### config.mk
export PLATFORM = sky130hd
export DESIGN_NAME = vec_strided_lsu
export DESIGN_NICKNAME = d
export VERILOG_FILES = /design/src/rtl/vec_lsu_pkg.sv /design/src/rtl/vec_lsu_lane.sv /design/src/rtl/vec_strided_lsu.sv
export SDC_FILE = /design/constraint.sdc
export NUM_CORES = 1
export LEC_CHECK = 0
export ABC_CLOCK_PERIOD_IN_PS = 3500
export BUFFER_PORTS_ARGS = -buffer_cell sky130_fd_sc_hd__buf_4
export CORE_MARGIN = 4
export CORE_UTILIZATION = 45
export DETAILED_ROUTE_END_ITERATION = 7
export PLACE_DENSITY = 0.71
export SLEW_MARGIN = 10
export SYNTH_ARGS = -nofsm -noshare
export SYNTH_HDL_FRONTEND = slang
export SYNTH_SLANG_ARGS = --single-unit
### constraint.sdc
create_clock -name clk -period 3.5 [get_ports clk]
set_clock_uncertainty 0.1 [all_clocks]
set_input_delay 0.175 -clock clk [delete_from_list [all_inputs] [get_ports clk]]
set_output_delay 0.175 -clock clk [all_outputs]
set_load 0.005 [all_outputs]
### src/rtl/vec_lsu_pkg.sv
// vec_lsu_pkg: shared encodings and lane helpers for the strided vector LSU.
// SEW encodings, FSM state constants, element extract / replicate / strobe
// generation and the per-SEW alignment check.
package vec_lsu_pkg;

    localparam logic [2:0] SEW_E8  = 3'd0;
    localparam logic [2:0] SEW_E16 = 3'd1;
    localparam logic [2:0] SEW_E32 = 3'd2;

    localparam logic [2:0] ST_IDLE  = 3'd0;
    localparam logic [2:0] ST_RDVRF = 3'd1;
    localparam logic [2:0] ST_MEM   = 3'd2;
    localparam logic [2:0] ST_WB    = 3'd3;
    localparam logic [2:0] ST_FIN   = 3'd4;

    // Pull one element out of a 32-bit word and zero-extend it.
    // An aligned e16 offset is 0 or 2, so a byte-granular shift selects the half.
    function automatic logic [31:0] lane_extract(input logic [31:0] word,
                                                 input logic [2:0]  sew,
                                                 input logic [1:0]  off);
        logic [31:0] sh;
        sh = word >> {off, 3'b000};
        case (sew)
            SEW_E8:  lane_extract = {24'd0, sh[7:0]};
            SEW_E16: lane_extract = {16'd0, sh[15:0]};
            SEW_E32: lane_extract = word;
            default: lane_extract = 32'd0;
        endcase
    endfunction

    // Copy the element into every lane so the strobes alone pick the bytes.
    function automatic logic [31:0] lane_replicate(input logic [31:0] elem,
                                                   input logic [2:0]  sew);
        case (sew)
            SEW_E8:  lane_replicate = {4{elem[7:0]}};
            SEW_E16: lane_replicate = {2{elem[15:0]}};
            SEW_E32: lane_replicate = elem;
            default: lane_replicate = 32'd0;
        endcase
    endfunction

    // Byte strobes for an element at byte offset off.
    function automatic logic [3:0] gen_wstrb(input logic [2:0] sew,
                                             input logic [1:0] off);
        case (sew)
            SEW_E8:  gen_wstrb = 4'b0001 << off;
            SEW_E16: gen_wstrb = 4'b0011 << {off[1], 1'b0};
            SEW_E32: gen_wstrb = 4'b1111;
            default: gen_wstrb = 4'b0000;
        endcase
    endfunction

    // Natural alignment check for the element size.
    function automatic logic misaligned(input logic [2:0] sew,
                                        input logic [1:0] off);
        case (sew)
            SEW_E16: misaligned = off[0];
            SEW_E32: misaligned = (off != 2'b00);
            default: misaligned = 1'b0;
        endcase
    endfunction

endpackage

### src/rtl/vec_lsu_lane.sv
// vec_lsu_lane: combinational element extract (loads) and lane insert with
// byte strobes (stores) for one 32-bit memory word.
module vec_lsu_lane
    import vec_lsu_pkg::*;
(
    input  logic [2:0]  sew_i,
    input  logic [1:0]  roff_i,
    input  logic [31:0] rword_i,
    output logic [31:0] relem_o,
    input  logic [1:0]  woff_i,
    input  logic [31:0] welem_i,
    output logic [31:0] wword_o,
    output logic [3:0]  wstrb_o
);

    // Load path: select and zero-extend the addressed element.
    always_comb begin
        relem_o = lane_extract(rword_i, sew_i, roff_i);
    end

    // Store path: replicate the element and enable only its byte lanes.
    always_comb begin
        wword_o = lane_replicate(welem_i, sew_i);
        wstrb_o = gen_wstrb(sew_i, woff_i);
    end

endmodule

### src/rtl/vec_strided_lsu.sv
// vec_strided_lsu: strided vector load/store sequencer (vlse.v / vsse.v).
// One 32-bit word access per element; loads write the VRF one element per
// cycle, stores read the VRF then drive replicated data with byte strobes.
// Optional build macro VEC_LSU_COALESCE_EN: loads reuse the last fetched word
// when the next element falls in the same word (tag = addr[31:2]).
module vec_strided_lsu
    import vec_lsu_pkg::*;
#(
    parameter int MAX_VL = 32,
    parameter int IDXW   = $clog2(MAX_VL)
) (
    input  logic            clk,
    input  logic            resetn,
    input  logic            req_valid,
    output logic            req_ready,
    input  logic            req_store,
    input  logic [31:0]     req_base,
    input  logic [31:0]     req_stride,
    input  logic [IDXW:0]   req_vl,
    input  logic [2:0]      req_sew,
    output logic            vrf_we,
    output logic [IDXW-1:0] vrf_widx,
    output logic [31:0]     vrf_wdata,
    output logic            vrf_re,
    output logic [IDXW-1:0] vrf_ridx,
    input  logic [31:0]     vrf_rdata,
    output logic            mem_valid,
    input  logic            mem_ready,
    output logic [31:0]     mem_addr,
    output logic [31:0]     mem_wdata,
    output logic [3:0]      mem_wstrb,
    input  logic [31:0]     mem_rdata,
    output logic            done,
    output logic            err
);

    logic [2:0]      state_q, state_d;
    logic            rd_phase_q, rd_phase_d;
    logic            store_q, store_d;
    logic [2:0]      sew_q, sew_d;
    logic [31:0]     stride_q, stride_d;
    logic [31:0]     cur_addr_q, cur_addr_d;
    logic [IDXW:0]   vl_q, vl_d;
    logic [IDXW-1:0] idx_q, idx_d;

    logic            req_ready_q, mem_valid_q, vrf_we_q, vrf_re_q, done_q, err_q;
    logic [IDXW-1:0] vrf_widx_q, vrf_ridx_q;
    logic [31:0]     vrf_wdata_q, vrf_wdata_d;
    logic [31:0]     mem_addr_q, mem_addr_d;
    logic [31:0]     mem_wdata_q, mem_wdata_d;
    logic [3:0]      mem_wstrb_q, mem_wstrb_d;
    logic            fin_err_s;

    logic [31:0]     addr_next_s;
    logic [IDXW:0]   idx_inc_s;
    logic [IDXW:0]   vl_clamp_s;
    logic [31:0]     lane_rword_s, lane_relem_s, lane_wword_s;
    logic [1:0]      lane_roff_s;
    logic [3:0]      lane_wstrb_s;

`ifdef VEC_LSU_COALESCE_EN
    logic [31:0]     cache_q, cache_d;
    logic [29:0]     tag_q, tag_d;
    logic            tag_vld_q, tag_vld_d;
`endif

    assign addr_next_s = cur_addr_q + stride_q;
    assign idx_inc_s   = {1'b0, idx_q} + {{IDXW{1'b0}}, 1'b1};
    assign vl_clamp_s  = (req_vl > (IDXW+1)'(MAX_VL)) ? (IDXW+1)'(MAX_VL) : req_vl;

`ifdef VEC_LSU_COALESCE_EN
    // In WB the extract unit serves the cached word at the next address.
    assign lane_rword_s = (state_q == ST_WB) ? cache_q : mem_rdata;
    assign lane_roff_s  = (state_q == ST_WB) ? addr_next_s[1:0] : cur_addr_q[1:0];
`else
    assign lane_rword_s = mem_rdata;
    assign lane_roff_s  = cur_addr_q[1:0];
`endif

    vec_lsu_lane u_lane (
        .sew_i   (sew_q),
        .roff_i  (lane_roff_s),
        .rword_i (lane_rword_s),
        .relem_o (lane_relem_s),
        .woff_i  (cur_addr_q[1:0]),
        .welem_i (vrf_rdata),
        .wword_o (lane_wword_s),
        .wstrb_o (lane_wstrb_s)
    );

    // Sequencer next state: accept, per-element read/access/writeback, finish.
    always_comb begin
        state_d     = state_q;
        rd_phase_d  = rd_phase_q;
        store_d     = store_q;
        sew_d       = sew_q;
        stride_d    = stride_q;
        cur_addr_d  = cur_addr_q;
        vl_d        = vl_q;
        idx_d       = idx_q;
        vrf_wdata_d = vrf_wdata_q;
        mem_addr_d  = mem_addr_q;
        mem_wdata_d = mem_wdata_q;
        mem_wstrb_d = mem_wstrb_q;
        fin_err_s   = 1'b0;
`ifdef VEC_LSU_COALESCE_EN
        cache_d     = cache_q;
        tag_d       = tag_q;
        tag_vld_d   = tag_vld_q;
`endif
        case (state_q)
            ST_IDLE: begin
                if (req_valid) begin
                    store_d    = req_store;
                    sew_d      = req_sew;
                    stride_d   = req_stride;
                    vl_d       = vl_clamp_s;
                    cur_addr_d = req_base;
                    idx_d      = {IDXW{1'b0}};
`ifdef VEC_LSU_COALESCE_EN
                    tag_vld_d  = 1'b0;
`endif
                    if ((vl_clamp_s == {(IDXW+1){1'b0}}) || (req_sew > SEW_E32)) begin
                        state_d   = ST_FIN;
                        fin_err_s = (req_sew > SEW_E32);
                    end else if (req_store) begin
                        state_d    = ST_RDVRF;
                        rd_phase_d = 1'b0;
                    end else if (misaligned(req_sew, req_base[1:0])) begin
                        state_d   = ST_FIN;
                        fin_err_s = 1'b1;
                    end else begin
                        state_d     = ST_MEM;
                        mem_addr_d  = {req_base[31:2], 2'b00};
                        mem_wdata_d = 32'd0;
                        mem_wstrb_d = 4'b0000;
                    end
                end else begin
                    state_d = ST_IDLE;
                end
            end
            ST_RDVRF: begin
                // Phase 0 strobes the VRF read; phase 1 consumes vrf_rdata.
                if (!rd_phase_q) begin
                    rd_phase_d = 1'b1;
                end else if (misaligned(sew_q, cur_addr_q[1:0])) begin
                    state_d   = ST_FIN;
                    fin_err_s = 1'b1;
                end else begin
                    state_d     = ST_MEM;
                    mem_addr_d  = {cur_addr_q[31:2], 2'b00};
                    mem_wdata_d = lane_wword_s;
                    mem_wstrb_d = lane_wstrb_s;
                end
            end
            ST_MEM: begin
                if (mem_ready) begin
                    state_d     = ST_WB;
                    vrf_wdata_d = store_q ? 32'd0 : lane_relem_s;
                    mem_addr_d  = 32'd0;
                    mem_wdata_d = 32'd0;
                    mem_wstrb_d = 4'b0000;
`ifdef VEC_LSU_COALESCE_EN
                    cache_d     = mem_rdata;
                    tag_d       = cur_addr_q[31:2];
                    tag_vld_d   = !store_q;
`endif
                end else begin
                    state_d = ST_MEM;
                end
            end
            ST_WB: begin
                idx_d      = idx_inc_s[IDXW-1:0];
                cur_addr_d = addr_next_s;
                if (idx_inc_s == vl_q) begin
                    state_d = ST_FIN;
                end else if (store_q) begin
                    state_d    = ST_RDVRF;
                    rd_phase_d = 1'b0;
                end else if (misaligned(sew_q, addr_next_s[1:0])) begin
                    state_d   = ST_FIN;
                    fin_err_s = 1'b1;
`ifdef VEC_LSU_COALESCE_EN
                end else if (tag_vld_q && (tag_q == addr_next_s[31:2])) begin
                    state_d     = ST_WB;
                    vrf_wdata_d = lane_relem_s;
`endif
                end else begin
                    state_d     = ST_MEM;
                    mem_addr_d  = {addr_next_s[31:2], 2'b00};
                    mem_wdata_d = 32'd0;
                    mem_wstrb_d = 4'b0000;
                end
            end
            ST_FIN: begin
                state_d = ST_IDLE;
            end
            default: begin
                state_d = ST_IDLE;
            end
        endcase
    end

    // State, request context and registered outputs (decoded from next state).
    always_ff @(posedge clk or negedge resetn) begin
        if (!resetn) begin
            state_q     <= ST_IDLE;
            rd_phase_q  <= 1'b0;
            store_q     <= 1'b0;
            sew_q       <= 3'd0;
            stride_q    <= 32'd0;
            cur_addr_q  <= 32'd0;
            vl_q        <= {(IDXW+1){1'b0}};
            idx_q       <= {IDXW{1'b0}};
            req_ready_q <= 1'b1;
            mem_valid_q <= 1'b0;
            mem_addr_q  <= 32'd0;
            mem_wdata_q <= 32'd0;
            mem_wstrb_q <= 4'b0000;
            vrf_we_q    <= 1'b0;
            vrf_widx_q  <= {IDXW{1'b0}};
            vrf_wdata_q <= 32'd0;
            vrf_re_q    <= 1'b0;
            vrf_ridx_q  <= {IDXW{1'b0}};
            done_q      <= 1'b0;
            err_q       <= 1'b0;
`ifdef VEC_LSU_COALESCE_EN
            cache_q     <= 32'd0;
            tag_q       <= 30'd0;
            tag_vld_q   <= 1'b0;
`endif
        end else begin
            state_q     <= state_d;
            rd_phase_q  <= rd_phase_d;
            store_q     <= store_d;
            sew_q       <= sew_d;
            stride_q    <= stride_d;
            cur_addr_q  <= cur_addr_d;
            vl_q        <= vl_d;
            idx_q       <= idx_d;
            req_ready_q <= (state_d == ST_IDLE);
            mem_valid_q <= (state_d == ST_MEM);
            mem_addr_q  <= mem_addr_d;
            mem_wdata_q <= mem_wdata_d;
            mem_wstrb_q <= mem_wstrb_d;
            vrf_we_q    <= (state_d == ST_WB) && !store_d;
            vrf_widx_q  <= (state_d == ST_WB) ? idx_d : {IDXW{1'b0}};
            vrf_wdata_q <= vrf_wdata_d;
            vrf_re_q    <= (state_d == ST_RDVRF) && !rd_phase_d;
            vrf_ridx_q  <= (state_d == ST_RDVRF) ? idx_d : {IDXW{1'b0}};
            done_q      <= (state_d == ST_FIN);
            err_q       <= fin_err_s;
`ifdef VEC_LSU_COALESCE_EN
            cache_q     <= cache_d;
            tag_q       <= tag_d;
            tag_vld_q   <= tag_vld_d;
`endif
        end
    end

    assign req_ready = req_ready_q;
    assign mem_valid = mem_valid_q;
    assign mem_addr  = mem_addr_q;
    assign mem_wdata = mem_wdata_q;
    assign mem_wstrb = mem_wstrb_q;
    assign vrf_we    = vrf_we_q;
    assign vrf_widx  = vrf_widx_q;
    assign vrf_wdata = vrf_wdata_q;
    assign vrf_re    = vrf_re_q;
    assign vrf_ridx  = vrf_ridx_q;
    assign done      = done_q;
    assign err       = err_q;

endmodule

==> results by stage, run 1 <==
Final layout:
- Once layout is complete, the utilization of the core stands at approximately 63%.
- The leading cell type in the layout, fill and taps excluded is nand2_1.
- The layout cell share with drive strength beyond 1 is about a fifth.
- The library cells used most frequently in the layout, excluding fill and tap cells, are 315 x nand2_1, 283 x buf_4, 196 x dfrtp_1.
- In the final design database the tool counted around 1800 nets.
- The final non-filler cell total is about 2000.
- Compared with the post-synthesis result, the final layout area differs by 37.2%.

Placement:
- The count of buffers from port buffering is 255.
- Once detailed placement completed, the half-perimeter wirelength came to 25.0 mm.
- The congestion estimate from routability-driven global placement came to 0.940.
- The number of cells in the design after placement is 1815.

Detailed routing:
- The number of nets with antenna violations after routing is 0.
- The ratio of routed vias to standard cells is roughly 5.6.
- The first detailed-routing pass took 7 iterations.
- For this block, the initial DRC count from the detailed router was between 1000 and 1500.
- After detailed routing, the average wire length per cell comes to between 15 and 20 µm.
- Summing over every cut layer, the via total after detailed routing is approximately 11000.
- In the routed design, unresolved DRC markers number 0.
- The wire length after detailed routing is between 30 and 40 mm.

Worst setup path:
- Grouping stages by cell kind, the critical path spends the most delay in compound AO/OA/AOI/OAI gates.
- The worst setup path is captured at a register.
- The worst setup path is of the reg -> reg kind.
- The maximum net fanout on the critical path is 7.
- Data arrives at the worst endpoint at 3450 ps.
- The worst stage delay on the critical path is between 600 and 700 ps.
- The worst setup path is launched from a register.
- The worst path buffer plus inverter count is 0.
- On the critical path, the stage with the largest delay is an instance of a311oi_1.
- The signal on the critical path passes through ha_1, a21oi_1, o211ai_1, a221oi_1, nand3_1, a311oi_1, o21ai_1, xor2_1, a222oi_1, o21ai_0.
- The data required time of the worst path is roughly 3700 ps.

GRT:
- The number of global-route vias before repair is between 10000 and 15000.
- The wire length of the first global-routing pass is roughly 57 mm.
- The global routing usage summed across all routing layers is approximately a quarter.
- Entering global routing, the biggest net connects between 90 and 100 pins.
- The number of antenna violations at the first check in global routing is 0.
- After global routing the overflow that remains totals 0.

Synth:
- The number of storage elements in the synthesis netlist is about 200.
- Sequential elements use a little under half of the synthesized area.
- Yosys printed 0 warnings.
- In this run the mean area of a mapped cell was 8.46 µm².
- The post-synthesis async set-or-reset flop share is 100%.
- After synthesis the cells add up to 10900 µm².
- The synthesized design contains 0 enable-type register cells.
- Counting every instance in the synthesized netlist gives roughly 1300.
- The number of distinct library cells after synthesis is 67.
- The most instantiated flip-flop cell in the synthesis netlist is dfrtp_1.

Floorplan:
- For this configuration, the core starts out at a cell density of between 40% and 50%.
- Pin placement for this block handled about 260 I/O pins.
- The die is approximately 160 µm wide.
- The region available for standard cell placement spans 23700 µm².
- The number of standard-cell rows in the floorplan is 56.
- The die covers between 20000 and 30000 µm².
- The vertical die dimension is approximately 160 µm.

Clock network:
- Clock-pin slew was measured on the worst setup and hold paths at approximately 70 ps.
- The clock latency at the later pin of the worst-skew pair is between 400 and 500 ps.
- The clock passes through at most 2 buffers.
- Buffers inserted during clock tree synthesis total 17.
- In this run the number of H-tree levels came out at 4.
- The TritonCTS sink count is 197.
- The tree is rooted in a clkbuf_16.
- The number of buffers inserted to repair setup after CTS is 0.
- TritonCTS built the clock tree.
- The count of instances resized after the clock tree is built is 0.
- The number of buffers added to fix hold violations after cts is 121.

Timing:
- The count of pins over their slew limit was 0.
- The total negative setup slack is 0 ps.
- For the finished layout, the period the worst path requires is around 3200 ps.
- The final number of hold-violating endpoints is 0.
- Setup repair after global routing left no endpoint under its margin.
- The normalized max-slew margin is ~45%.
- For this run, the top clock speed supported by timing is roughly 310 MHz.
- The transition time at the pin with the least slew margin is 819 ps.
- The final count of negative-setup-slack endpoints is 0.
- The final worst-path cycle share is between 90 and 100%.

Pwr:
- The leakage power is ~7.1 nW.
- IR analysis of the VDD net gives a maximum drop of about 0.38 mV.
- For this design the ratio of total power to cell area is slightly below 900 nW/µm².

Min path:
- The worst hold path class is in -> reg.

Job:
- The max-capacitance violation count is 0.

Run status:
- The flow ran to the end, and the final reports show no timing, DRC or antenna violations.
[logic make-up (layout without fill, tap and decap cells)]
family	count (synthesis)	in the layout	share of synthesized area (%)
buf+inv	103	462	3.91
flops	197	197	45.2
xor+xnor	37	37	3.04
fa+ha+maj	33	33	3.86
simple gates	521	521	20.4
compound gates	379	379	21.8
mux	18	18	1.68
other cells	1	4	0.0344
[synth_stat cells (all sizes together) (2+ instances only)]
| cell type | number | share of area [%] |
|---|---|---|
| nand2 | 316 | 11 |
| nor2b | 31 | 1.8 |
| a31oi | 29 | 1.7 |
| nand3 | 14 | 0.64 |
| nor4 | 2 | 0.11 |
| o211ai | 8 | 0.55 |
| a311oi | 2 | 0.16 |
| o22ai | 2 | 0.11 |
| buf | 24 | 1.2 |
| xor2 | 14 | 1.1 |
| nand3b | 8 | 0.55 |
| mux2i | 16 | 1.5 |
| dfrtp | 196 | 45 |
| nand2b | 11 | 0.63 |
| mux2 | 2 | 0.21 |
| a221oi | 14 | 1.2 |
| clkbuf | 58 | 2.0 |
| o221ai | 2 | 0.16 |
| o21bai | 8 | 0.55 |
| a222oi | 13 | 1.2 |
| a211oi | 7 | 0.57 |
| a22oi | 29 | 2.0 |
| o21ai | 133 | 6.1 |
| o21a | 4 | 0.28 |
| and2 | 3 | 0.17 |
| a22o | 17 | 1.4 |
| nor3 | 11 | 0.50 |
| or4 | 2 | 0.14 |
| a21oi | 89 | 4.1 |
| a21o | 7 | 0.48 |
| nor2 | 93 | 3.2 |
| and3 | 9 | 0.52 |
| or3 | 6 | 0.34 |
| nand4 | 7 | 0.40 |
| o31ai | 3 | 0.21 |
| a21boi | 2 | 0.14 |
| or2 | 3 | 0.17 |
| xnor2 | 23 | 1.9 |
| inv | 21 | 0.72 |
| ha | 32 | 3.7 |
[through the flow]
stage	total power [mW]	area [µm²]	hold slack, ps	worst slack (ps)
final	13.3	15000	5.00	267
after global routing	14.3	15000	1.93	25.7
after CTS	13.2	15000	1.32	295
after global placement	11.0	13200	195	374
after detailed placement	11.2	13200	202	316
after floorplan	8.64	10900	-221	350
[registers in the layout (all words and copies together) (netlist names), 5 cells and up]
register    flops
vl_q            6
mem_addr       30
mem_wdata      32
stride_q       32
cur_addr_q     32
vrf_wdata      32
idx_q           5
vrf_widx        5
vrf_ridx        5
[layout make-up]
type / instances / area (µm²)
Fill cell: 1993 / 8720
Multi-Input combinational cell: 990 / 5560
Sequential cell: 197 / 4930
Timing Repair Buffer: 409 / 3430
Clock buffer: 22 / 454
Tap cell: 319 / 399
Clock inverter: 10 / 97.6
Inverter: 21 / 78.8
Antenna cell: 2 / 5.00
[power breakdown]
| part | switching [mW] | internal [mW] |
|---|---|---|
| Combinational | 4.38 | 3.14 |
| Clock | 0.939 | 0.952 |
| Sequential | 0.702 | 3.17 |
| Total | 6.02 | 7.26 |
[final timing paths]
path                           startpoint        endpoint  slack (ps)  cells past startpoint
max in group asynchronous          resetn       req_ready        2090                      3
setup / recovery           cur_addr_q[10]    mem_addr[29]         270                     10
setup reg to reg           cur_addr_q[10]    mem_addr[29]         270                     10
hold / removal               req_base[25]  cur_addr_q[25]           5                      3
hold reg to reg             mem_wdata[25]   mem_wdata[25]         380                      2
min in group asynchronous          resetn   mem_wdata[25]         250                      2
[layer usage]
layer,GRT usage [%],share of wire (%)
met5,0,0
met4,10.0,3.2
met3,3.79,7.2
met2,44.3,48
met1,35.4,42
[tightest hold or removal path, delay by kind of cell]
kind                   cells  cell delay (ps)
AOI/OAI and AO/OA          1              170
buffers and inverters      1               90
muxes                      1               70
(Power assumes the default switching activity.)
==> run 2: changes to the inputs <==
Settings changed: ABC_CLOCK_PERIOD_IN_PS 3500 to 3200, SETUP_SLACK_MARGIN from default to 0.4.
Clock period 3.5 ns to 3.2 ns, I/O delays scaled along.
==> results by stage, run 2 (synthesis results as in run 1) <==
Placement:
- The HPWL after detailed placement is 25.0 mm (about the same).
- The placement-stage worst setup slack was 27.5 ps (was 316 ps).
- The weighted congestion reported at the end of routability-driven placement was 0.943 (was 0.940).
- The count of buffers from port buffering came to 255 (unchanged).
- The number of cells in the design after placement is 1826 (was 1815).

Clock network:
- The CTS H-tree depth is 4 (unchanged).
- The CTS tree is yes (unchanged).
- The root buffer cell is clkbuf_16 (unchanged).
- The worst-case clock buffer depth is 2 (unchanged).
- The clock latency at the later pin of the worst-skew pair is 450 ps (was 440 ps).
- The clock-pin slew on the worst setup and hold paths was 80 ps (was 70 ps).
- The number of clock buffers inserted by TritonCTS is 17 (unchanged).
- The TritonCTS sink count is 197 (unchanged).

Timing:
- The maximum operating frequency is 306 MHz (was 309 MHz).
- The time the worst path needs with I/O delays and setup is 3270 ps (was 3230 ps).
- Setup repair after global routing missed its margin: yes (was no).
- The final worst-path cycle share came to 102% (was 92.4%).
- The total negative setup slack is -69.5 ps (was 0 ps).
- The transition time at the pin with the least slew margin is 756 ps (was 819 ps).
- The normalized max-slew margin is 49.6% (was 45.4%).
- The count of pins over their slew limit was 0 (unchanged).
- The setup slack after layout is -69.5 ps (was 267 ps).
- The final count of negative-setup-slack endpoints is 1 (was 0).
- The final number of hold-violating endpoints is 0 (unchanged).

Pwr:
- The total power density per cell area is 1090 nW/µm² (was 888 nW/µm²).
- The maximum ir drop on the vdd rail was 0.623 mV (was 0.384 mV).
- The leakage power was 7.87 nW (was 7.09 nW).

Floorplan:
- The count of boundary I/O pins came to 258 (unchanged).
- The die span in x is 164 µm (unchanged).
- The total core area came to 23700 µm² (unchanged).
- The number of standard-cell rows in the floorplan is 56 (unchanged).
- The floorplan die area is 26800 µm² (unchanged).
- The vertical die dimension came to 164 µm (unchanged).
- The initial cell density of the core was 46.0% (unchanged).

Min path:
- The worst hold path class is in -> reg (unchanged).
- The startpoint of the most critical hold path was vrf_rdata[8] (was req_base[25]).

GRT:
- The number of global-route vias before repair is 11200 (was 11000).
- The global route total overflow is 0 (unchanged).
- The global routing usage summed across all routing layers came to 27.4% (was 26.6%).
- The number of antenna violations at the first check in global routing is 0 (unchanged).
- The wire length of the first global-routing pass is 58.6 mm (was 56.9 mm).
- The pin count of the biggest net entering global routing is 89 (was 95).

Final layout:
- The synthesis-to-layout area growth came to 53.5% (was 37.2%).
- The final non-filler cell total is 2026 (was 1970).
- The final layout net count was 1869 (was 1811).
- The area of all sequential standard cells is 4930 µm² (about the same).
- The layout cell share with drive strength beyond 1 is 31.7% (was 20.2%).
- The number of fill cells is 1729 (was 1993).
- The count of antenna diodes in the layout is 0 (was 2).
- Commonest non-fill, non-tap cells in the layout: 311 x buf_4, 264 x nand2_1, 195 x dfrtp_1 (was 315 x nand2_1, 283 x buf_4, 196 x dfrtp_1).
- The area of the multi-input gates came to 6520 µm² (was 5560 µm²).
- The leading cell type in the layout, fill and taps excluded is buf_4 (was nand2_1).

Worst setup path:
- Sequence of cells on the critical path: ha_1, buf_4, a21oi_1, o21ai_0, nand3_1, nand2_1, a31o_4, a311o_2, xnor2_2, a222oi_1, o21ai_2 (was ha_1, a21oi_1, o211ai_1, a221oi_1, nand3_1, a311oi_1, o21ai_1, xor2_1, a222oi_1, o21ai_0).
- The worst stage delay on the critical path is 420 ps (was 620 ps).
- The launch instance of the worst register-to-register path is cur_addr_q[15] (was cur_addr_q[10]).
- The capturing element type of the critical path is a register (unchanged).
- The critical path startpoint category is a register (unchanged).
- The maximum net fanout on the critical path is 6 (was 7).
- The data required time of the worst path is 3420 ps (was 3710 ps).
- The critical path's top delay family is compound AO/OA/AOI/OAI gates (unchanged).
- The class of the most critical setup path is reg -> reg (unchanged).
- The worst path buffer plus inverter count is 1 (was 0).
- The critical-path cell with the highest stage delay is a222oi_1 (was a311oi_1).
- The arrival time of the worst setup path was 3490 ps (was 3450 ps).
- The worst setup path startpoint was cur_addr_q[15] (was cur_addr_q[10]).

Detailed routing:
- The ratio of routed vias to standard cells was 5.89 (was 5.60).
- The DRC marker count from the first detailed-route iteration came to 1379 (was 1118).
- The wire length after detailed routing is 41.0 mm (was 35.8 mm).
- The number of remaining DRC errors was 0 (unchanged).
- The length of the first detailed-routing pass in iterations is 6 (was 7).
- The number of nets with antenna violations after routing is 0 (unchanged).
- The total vias in the final route is 11900 (was 11000).
- The final routed wire length divided by cell count is 20.3 µm (was 18.2 µm).

Job:
- The max-capacitance violation count came to 0 (unchanged).

Run status:
- The final reports fail on setup timing.
- Status: complete, but fails checks (was finished clean).
[run 2: cell count changes in the layout (fill, tap and decap cells not counted), moves of 12 or more]
cell | before | now
buf_4 | 283 | 311
ha_1 | 32 | 20
nand2_1 | 315 | 264
nand2_2 | 0 | 16
nand2_4 | 1 | 36
o21ai_0 | 131 | 68
o21ai_1 | 1 | 29
o21ai_2 | 1 | 36
[run 2: power by group]
group          switching, mW  total, mW  internal (mW)
combinational           6.34       11.6           5.26
sequential             0.888       4.36           3.47
clock                   1.06       2.24           1.18
total                   8.29       18.2           9.91
[run 2: repair_timing]
action	CTS	global route
gates cloned	6	11
pin swaps	25	98
resized for setup	60	229
hold buffers	123	0
hold endpoints to repair	217	0
setup endpoints to repair	71	84
buffers inserted	18	10
[run 2: worst register-to-register path: stages, from the launching register on]
cell and delay (ps):
dfrtp_1 410, ha_1 330, buf_4 190, a21oi_1 290, o21ai_0 290, nand3_1 170, nand2_1 70, a31o_4 220
a311o_2 400, xnor2_2 140, a222oi_1 420, o21ai_2 100
[run 2: area by class of cell]
type                            count  share of cell area (%)
Tap cell                          319                    2.39
Sequential cell                   197                    29.5
Clock inverter                     14                   0.964
Timing Repair Buffer              466                    25.2
Multi-Input combinational cell    991                    38.9
Clock buffer                       18                    2.56
Inverter                           21                   0.471
[run 2: layer usage]
| layer | up-vias | GRT usage (%) | wire length [µm] |
|---|---|---|---|
| met5 | - | 0 | 0 |
| met4 | 0 | 11.9 | 1870 |
| met3 | 143 | 4.34 | 2940 |
| met2 | 677 | 44.3 | 19800 |
| met1 | 5794 | 36.5 | 16400 |
| li1 | 5327 | - | - |
[run 2: path summary, 6_finish.rpt]
path,end,slack (ps),depth (start not counted)
min in group asynchronous,mem_wdata[25],180,2
hold / removal,mem_wdata[8],30,5
setup / recovery,mem_addr[24],-70,11
hold reg to reg,mem_addr[22],390,1
setup reg to reg,mem_addr[24],-70,11
max in group asynchronous,idx_q[0],1890,3
[run 2: per-stage QoR]
step           utilization, %  cell area, µm²  total power, mW  hold WS [ps]
2_1_floorplan               -           10900             9.45          -236
6_report                 70.7           16700             18.2          27.7
5_1_grt                  70.7           16700             19.2          50.7
3_3_place_gp             56.1           13300             12.2          99.8
4_1_cts                  66.0           15600             15.9          14.9
3_5_place_dp             56.1           13300             12.4           106
